**src/rtl/mul_issue_ctrl.sv**
```systemverilog
// Execute-stage issue controller for the multicycle multiplier: launches a
// multiply, stalls the pipeline while it runs, and returns one RV64 writeback beat.
module mul_issue_ctrl #(
    parameter int DATA_W  = 64,
    parameter int TIMEOUT = 64
) (
    input  logic                Clk,
    input  logic                Rst,
    input  logic                MulValid,
    input  logic [DATA_W-1:0]   MulRs1Data,
    input  logic [DATA_W-1:0]   MulRs2Data,
    input  logic [4:0]          MulRdAddr,
    input  logic [6:0]          MulOpCode,
    input  logic [2:0]          MulFunct3,
    input  logic [6:0]          MulFunct7,
    input  logic                Flush,
    output logic [1:0]          MulHoldFlag,
    output logic [DATA_W-1:0]   MulitiplicandOut,
    output logic [DATA_W-1:0]   MulitiplierOut,
    output logic [4:0]          MulRdAddrOut,
    output logic [6:0]          MulOpCodeOut,
    output logic [2:0]          MulFunct3Out,
    output logic [6:0]          MulFunct7Out,
    input  logic [2*DATA_W-1:0] ProductIn,
    input  logic                MulHoldEndIn,
    input  logic [4:0]          MulWriteAddrIn,
    input  logic [6:0]          MulOpCodeIn,
    input  logic [2:0]          MulFunct3In,
    output logic                StallReq,
    output logic                WbValid,
    output logic [4:0]          WbAddr,
    output logic [DATA_W-1:0]   WbData,
    output logic                MulTimeoutErr,
    output logic [2:0]          state_dbg
);

    localparam logic [6:0] OP_OP   = 7'b0110011;
    localparam logic [6:0] OP_OP32 = 7'b0111011;
    localparam logic [6:0] F7_MUL  = 7'b0000001;
    localparam int         CNT_W   = $clog2(TIMEOUT + 1);

    typedef enum logic [2:0] {
        S_IDLE  = 3'd0,
        S_START = 3'd1,
        S_WAIT  = 3'd2,
        S_DRAIN = 3'd3,
        S_DONE  = 3'd4
    } state_t;

    state_t             state, state_next;
    logic [CNT_W-1:0]   cnt;
    logic               is_mul, accept, capture, timeout_hit;
    logic               sel_ok, res_ok;
    logic [DATA_W-1:0]  sel_data, res_data;
    logic [4:0]         res_addr;

    assign is_mul = (MulOpCode == OP_OP || MulOpCode == OP_OP32) && (MulFunct7 == F7_MUL);
    assign accept = (state == S_IDLE) && MulValid && !Flush && is_mul;

    // Handshake: the multiplier sees a one-cycle 01 start code, then 10 until
    // it answers with a single-cycle MulHoldEndIn pulse carrying the product.
    always_comb begin
        state_next  = state;
        MulHoldFlag = 2'b00;
        StallReq    = 1'b0;
        capture     = 1'b0;
        timeout_hit = 1'b0;
        case (state)
            S_IDLE: begin
                if (accept) begin
                    state_next = S_START;
                    StallReq   = 1'b1;
                end
            end
            S_START: begin
                MulHoldFlag = 2'b01;
                StallReq    = 1'b1;
                state_next  = S_WAIT;
            end
            S_WAIT: begin
                MulHoldFlag = 2'b10;
                StallReq    = 1'b1;
                if (Flush) begin
                    // A product arriving with the flush is simply dropped.
                    state_next = MulHoldEndIn ? S_IDLE : S_DRAIN;
                end else if (MulHoldEndIn) begin
                    state_next = S_DONE;
                    capture    = 1'b1;
                end else if (cnt == CNT_W'(TIMEOUT - 1)) begin
                    state_next  = S_IDLE;
                    timeout_hit = 1'b1;
                end
            end
            S_DRAIN: begin
                MulHoldFlag = 2'b10;
                if (MulHoldEndIn) state_next = S_IDLE;
            end
            S_DONE:  state_next = S_IDLE;
            default: state_next = S_IDLE;
        endcase
    end

    always_comb begin
        sel_ok   = 1'b0;
        sel_data = '0;
        if (MulOpCodeIn == OP_OP) begin
            case (MulFunct3In)
                3'b000: begin
                    sel_ok   = 1'b1;
                    sel_data = ProductIn[DATA_W-1:0];
                end
                3'b001, 3'b010, 3'b011: begin
                    sel_ok   = 1'b1;
                    sel_data = ProductIn[2*DATA_W-1:DATA_W];
                end
                default: ;
            endcase
        end else if (MulOpCodeIn == OP_OP32 && MulFunct3In == 3'b000) begin
            sel_ok   = 1'b1;
            sel_data = {{(DATA_W-32){ProductIn[31]}}, ProductIn[31:0]};
        end
    end

    always_ff @(posedge Clk) begin
        if (!Rst) begin
            state            <= S_IDLE;
            cnt              <= '0;
            MulitiplicandOut <= '0;
            MulitiplierOut   <= '0;
            MulRdAddrOut     <= '0;
            MulOpCodeOut     <= '0;
            MulFunct3Out     <= '0;
            MulFunct7Out     <= '0;
            res_ok           <= 1'b0;
            res_data         <= '0;
            res_addr         <= '0;
            MulTimeoutErr    <= 1'b0;
        end else begin
            state <= state_next;
            cnt   <= (state == S_WAIT) ? cnt + 1'b1 : '0;
            if (accept) begin
                MulitiplicandOut <= MulRs1Data;
                MulitiplierOut   <= MulRs2Data;
                MulRdAddrOut     <= MulRdAddr;
                MulOpCodeOut     <= MulOpCode;
                MulFunct3Out     <= MulFunct3;
                MulFunct7Out     <= MulFunct7;
            end
            if (capture) begin
                res_ok   <= sel_ok;
                res_data <= sel_data;
                res_addr <= MulWriteAddrIn;
            end
            if (timeout_hit) MulTimeoutErr <= 1'b1;
        end
    end

    // Writeback is visible only during DONE; rd = x0 suppresses the beat.
    assign WbValid   = (state == S_DONE) && res_ok && (res_addr != 5'd0);
    assign WbAddr    = (state == S_DONE) ? res_addr : 5'd0;
    assign WbData    = (state == S_DONE) ? res_data : '0;
    assign state_dbg = state;

endmodule

```
**config.mk**
```make
export PLATFORM = sky130hd
export DESIGN_NAME = mul_issue_ctrl
export DESIGN_NICKNAME = d
export VERILOG_FILES = /design/src/rtl/mul_issue_ctrl.sv
export SDC_FILE = /design/constraint.sdc
export NUM_CORES = 1
export LEC_CHECK = 0
export ABC_AREA = 1
export CORE_AREA = 2 2 205 207
export CTS_CLUSTER_SIZE = 20
export DETAILED_ROUTE_END_ITERATION = 16
export DIE_AREA = 0 0 207 209
export PLACE_DENSITY = 0.65
export SLEW_MARGIN = 20
export SYNTH_ARGS = -nofsm -noshare
export SYNTH_HDL_FRONTEND = slang
export SYNTH_SLANG_ARGS = --single-unit
```
**constraint.sdc**
```tcl
create_clock -name Clk -period 3.63 [get_ports Clk]
set_input_delay 0.726 -clock Clk [delete_from_list [all_inputs] [get_ports Clk]]
set_output_delay 0.726 -clock Clk [all_outputs]
set_load 0.02 [all_outputs]
```
## Word level (Yosys, flattened, before mapping)

Cells that the tools add are included.

- Logic and storage cells: 72
- Register bits: 231
- Bits of input ports: 298
- Output and inout port bits: 227

- Equality and inequality tests: 16
- Reduce and logical (&&, ||, !) cells: 18
- Mux-type cells: 25
- Add/subtract/negate cells: 1

Operators with widths:

| kind | number |
|---|---|
| $mux 64 | 3 |
| $pmux 64 s2 | 1 |
| $eq 7x6->1 const B | 5 |
| $mux 3 | 5 |
| $eq 3x2->1 const B | 4 |
| $pmux 3 s4 | 1 |
| $mux 1 | 11 |
| $add 7x1->7 const B | 1 |
| $eq 7x1->1 const B | 1 |
| $logic_and 1x1->1 | 7 |
| $eq 3x1->1 const B | 2 |
| $logic_not 3->1 | 2 |
| $mux 5 | 1 |
| $reduce_bool 5->1 | 1 |
| $ne 2x2->1 const B | 2 |
| $ne 4x4->1 const B | 1 |
| $pmux 2 s2 | 1 |
| $reduce_or 2->1 | 2 |
| $reduce_or 4->1 | 1 |
| $eq 3x3->1 const B | 1 |
| $reduce_and 3->1 | 1 |
| $reduce_or 3->1 | 1 |
| $mux 2 | 1 |
| $pmux 1 s2 | 1 |
| other kinds (3) | 3 |

## Longest topological paths before layout

Gate-level depths: netlist of the first run.

- Depth after elaboration: 6
- Gate-level depth with buffers: 11
- Mapped depth without buffers: 9

## Worst setup path before layout of the first run

Ideal clock, no wire load.

- Path kind: input -> output
- Start: input port Flush
- End: output port StallReq
- Required time: 2.904 ns
- Path buffers: 2
- Setup slack: 1.330 ns
- Cell stages on the path: 7
- Arrival time: 1.574 ns
- Cells stage by stage: inv_2 nand3_1 nor3_2 nand2_2 buf_2 buf_2 nand3_1

- Cells in the longest elaborated chain, start to end: 5

Ends and longest elaborated chain:

| item | RTL line | source |
|---|---|---|
| from (decl) | 16 | `input logic Flush,` |
| $logic_not 1->1 | 58 | `assign accept = (state == S_IDLE) && MulValid && !Flush && is_mul;` |
| $logic_and 1x1->1 (2 in series) | 58 |  |
| $mux 1 | 70 | `if (accept) begin` |
| $pmux 1 s2 | 68 | `case (state)` |
| to (decl) | 29 | `output logic StallReq,` |

Every way passes these cells.

## Worst setup path after layout of the first run

Ends and elaborated chain as after synthesis.

==> results of run 1 <==
## power breakdown
group	leakage, nW	internal, mW	switching, mW	total [mW]
registers	1.86	2.61	0.0253	2.63
logic	4.31	0.439	0.384	0.823
clock network	0.455	1.73	1.11	2.83
## layer usage
layer	up-vias	global-route usage [%]	routed length (µm)
met3	58	4.66	3140
met5	-	0	0
met2	469	29.9	18700
met1	5067	20.3	15900
li1	5758	-	-
met4	0	5.39	1080
## logic make-up after synthesis
family,synth area share [%]
and+or+nand+nor,32.6
buffers and inverters,11.0
DFF,45.3
AOI/OAI and AO/OA,11.0
adders and majority gates,0.122
## critical path: stages
cell,delay [ns]
clkdlybuf4s50_1,0.55
inv_2,0.17
nand3_1,0.10
nor3_2,0.26
nand2_4,0.11
nand3_1,0.08
clkdlybuf4s50_1,0.60
## cell type report
cell class | instances | share of cell area (%)
inverter | 173 | 3.87
clock inverter | 12 | 1.02
sequential | 231 | 27.5
tap | 539 | 4.00
multi-input combinational | 1071 | 26.7
clock buffer | 35 | 4.43
timing repair buffer | 543 | 32.5
## flip-flops by register name, summed over array words and instances (netlist names)
name and flops:
res_data 64, MulFunct3Out 3, MulitiplicandOut 64, cnt 7, MulFunct7Out 7, MulRdAddrOut 5, MulitiplierOut 64, state_dbg 3
res_addr 5, MulTimeoutErr 1, res_ok 1, MulOpCodeOut 7
## through the flow
step | area [µm²] | utilization (%) | hold slack (ns)
floorplan | 10200 | - | 0.418
global placement | 15900 | 38.5 | 0.429
detailed placement | 15900 | 38.5 | 0.443
CTS | 16800 | 40.8 | 0.451
global route | 16800 | 40.8 | 0.473
finish | 16800 | 40.8 | 0.445
## path summary, 6_finish.rpt
kind / cells after the start / end / slack [ns] / startpoint
max: 7 / StallReq / 0.29 / Flush
min: 1 / cnt[0] / 0.44 / cnt[0]
max reg2reg: 9 / MulitiplicandOut[14] / 1.21 / state_dbg[0]
min reg2reg: 1 / cnt[0] / 0.44 / cnt[0]
## cells in the final DEF, fill, tap and decap left out
cell type / synthesis / routed
buf_12: 0 / 7
inv_6: 0 / 2
ha_1: 1 / 1
clkbuf_16: 0 / 27
nand2_1: 378 / 378
clkbuf_8: 0 / 4
clkbuf_1: 61 / 4
or2_2: 2 / 2
and2_1: 1 / 1
nand4_1: 1 / 1
nor3_1: 6 / 5
nand3b_1: 2 / 2
nand3_1: 79 / 78
clkdlybuf4s50_1: 0 / 523
and3_1: 3 / 3
nor3_2: 2 / 2
nand2_4: 0 / 1
nand3_2: 1 / 1
nor3_4: 0 / 1
clkinv_2: 0 / 5
o21ai_1: 4 / 4
bufinv_16: 0 / 4
nand3_4: 0 / 1
clkinv_4: 0 / 1
nor2_4: 0 / 1
a21oi_1: 76 / 76
a311oi_1: 1 / 1
dfxtp_1: 231 / 231
inv_4: 0 / 1
buf_4: 15 / 13
nor2_1: 370 / 370
inv_2: 8 / 7
inv_1: 165 / 165
o21ai_0: 142 / 142
==> metrics.md, run 1 <==
| Metric | Value |
|---|---|
| Post-synth EDFFs | `0` |
| Syn nets | `between 1.5k and 2k` |
| Die width | `around 210 µm` |
| Number of setup buffers added after CTS | `0` |
| Worst Max-Slew Pin Slew | `0.837 ns` |
| CP arrival | `approximately 2.6 ns` |
| Setup crit end kind | `primary output` |
| Number of port buffers | `about 520` |
| Register area | `approximately 0.0046 mm²` |
| Overflow after GRT | `0` |
| Fin. max-slew vios | `0` |
| Largest area contributor in the netlist | `dfxtp_1` |
| Crit Path Max Fanout | `5` |
| Dpl ws | `about 0.31 ns` |
| Vias | `between 10k and 15k` |
| Total track usage | `between 10% and 20%` |
| I/O pin count | `between 500 and 600` |
| DIE AREA | `around 0.043 mm²` |
| Skew final | `about 0.015 ns` |
| Final Power | `between 6 and 7 mW` |
| Synthesized flop and latch total | `about 230` |
| Placed Cells | `approximately 2.6k` |
| Pleak | `approximately 6.6 nW` |
| Synth top area share | `between 40% and 50%` |
| DRC violations left | `0` |
| Pin count of the biggest net entering global routing | `between 100 and 150` |
| Layout area overhead | `64.9%` |
| Clock latency on the worst-skew pair | `between 0.5 and 0.6 ns` |
| Vias in the first global route | `around 11k` |
| Placer Congestion | `0.823` |
| Fin Setup TNS | `0 ns` |
| Synth area leaders | `dfxtp_1, nand2_1, nor2_1` |
| WL/cell | `14.9 µm` |
| Antenna cells | `0` |
| Hold Path Class | `flop to flop` |
| First drt pass iteration count | `5` |
| Post-DP HPWL | `between 20000 and 30000 µm` |
| Multi-input logic area | `between 0.004 and 0.005 mm²` |
| Max VDD drop | `0.294 mV` |
| Post-synth cell types | `25` |
| Mean area per synthesized cell | `between 6 and 7 µm²` |
| F_max | `~300 MHz` |
| Status | `completed` |
| Max-cap violations | `0` |
| Starting density of the core | `24.7%` |
| Type of origin of the critical path | `input port` |
| Synthesized area | `0.0102 mm²` |
| Critical Path RT | `around 2.9 ns` |
| Sequential share of the synthesized area | `45.3%` |
| ANT nets after route | `0` |
| Max_slew headroom | `44.2%` |
| TritonCTS Sinks | `231` |
| Final WS setup | `around 0.3 ns` |
| Post-synth top cells | `nand2_1, nor2_1, dfxtp_1` |
| Worst-path clk slew | `~0.06 ns` |
| Final std cells w/o fill | `~2.6k` |
| DRT iter0 DRCs | `~600` |
| Clock Tree Buf Depth | `3` |
| Primary FF master, synth | `dfxtp_1` |
| Synth warn | `0` |
| Resize count post-CTS | `0` |
| Die Ht | `approximately 210 µm` |
| First-pass GRT wire length | `around 60000 µm` |
| WS Path Type | `input port to primary output` |
| Initial antenna violation count | `0` |
| Period utilisation layout | `about nine tenths` |
| PwrDens | `about 370 mW/mm²` |
| Endpoints failing hold | `0` |
| Routed Wire Length | `around 39000 µm` |
| Row count | `75` |
| # hold bufs at CTS | `0` |
| Layout cells sized above 1 | `3.87%` |
| Routed vias/inst | `4.36` |
| Fillers | `4309` |
| CTS tree | `built` |
| Root Driver | `clkbuf_16` |
| RSZ-0062 raised after global routing | `no` |
| Htree depth | `1` |
| Most frequent cell after synthesis | `nand2_1` |
| Cell count after synthesis | `1578` |
| Core ar. | `between 0.04 and 0.05 mm²` |
| CTS buffer count | `27` |
| Post-synth ARST share | `0%` |
| Layout Nets | `roughly 2.3k` |
| Final setup viols | `0` |
| Final Critical Period | `about 3.3 ns` |
Note: power is estimated with default switching activity, not from simulation.
==> run 2, diff against run 1 <==
--- a/config.mk
+++ b/config.mk
@@ -6,6 +6,7 @@
 export NUM_CORES = 1
 export LEC_CHECK = 0
 export ABC_AREA = 1
+export CAP_MARGIN = 10
 export CORE_AREA = 2 2 205 207
 export CTS_CLUSTER_SIZE = 20
 export DETAILED_ROUTE_END_ITERATION = 16
==> results of run 2 <==
Same layout as run 1: the final DEF is identical, and so are final timing and power.
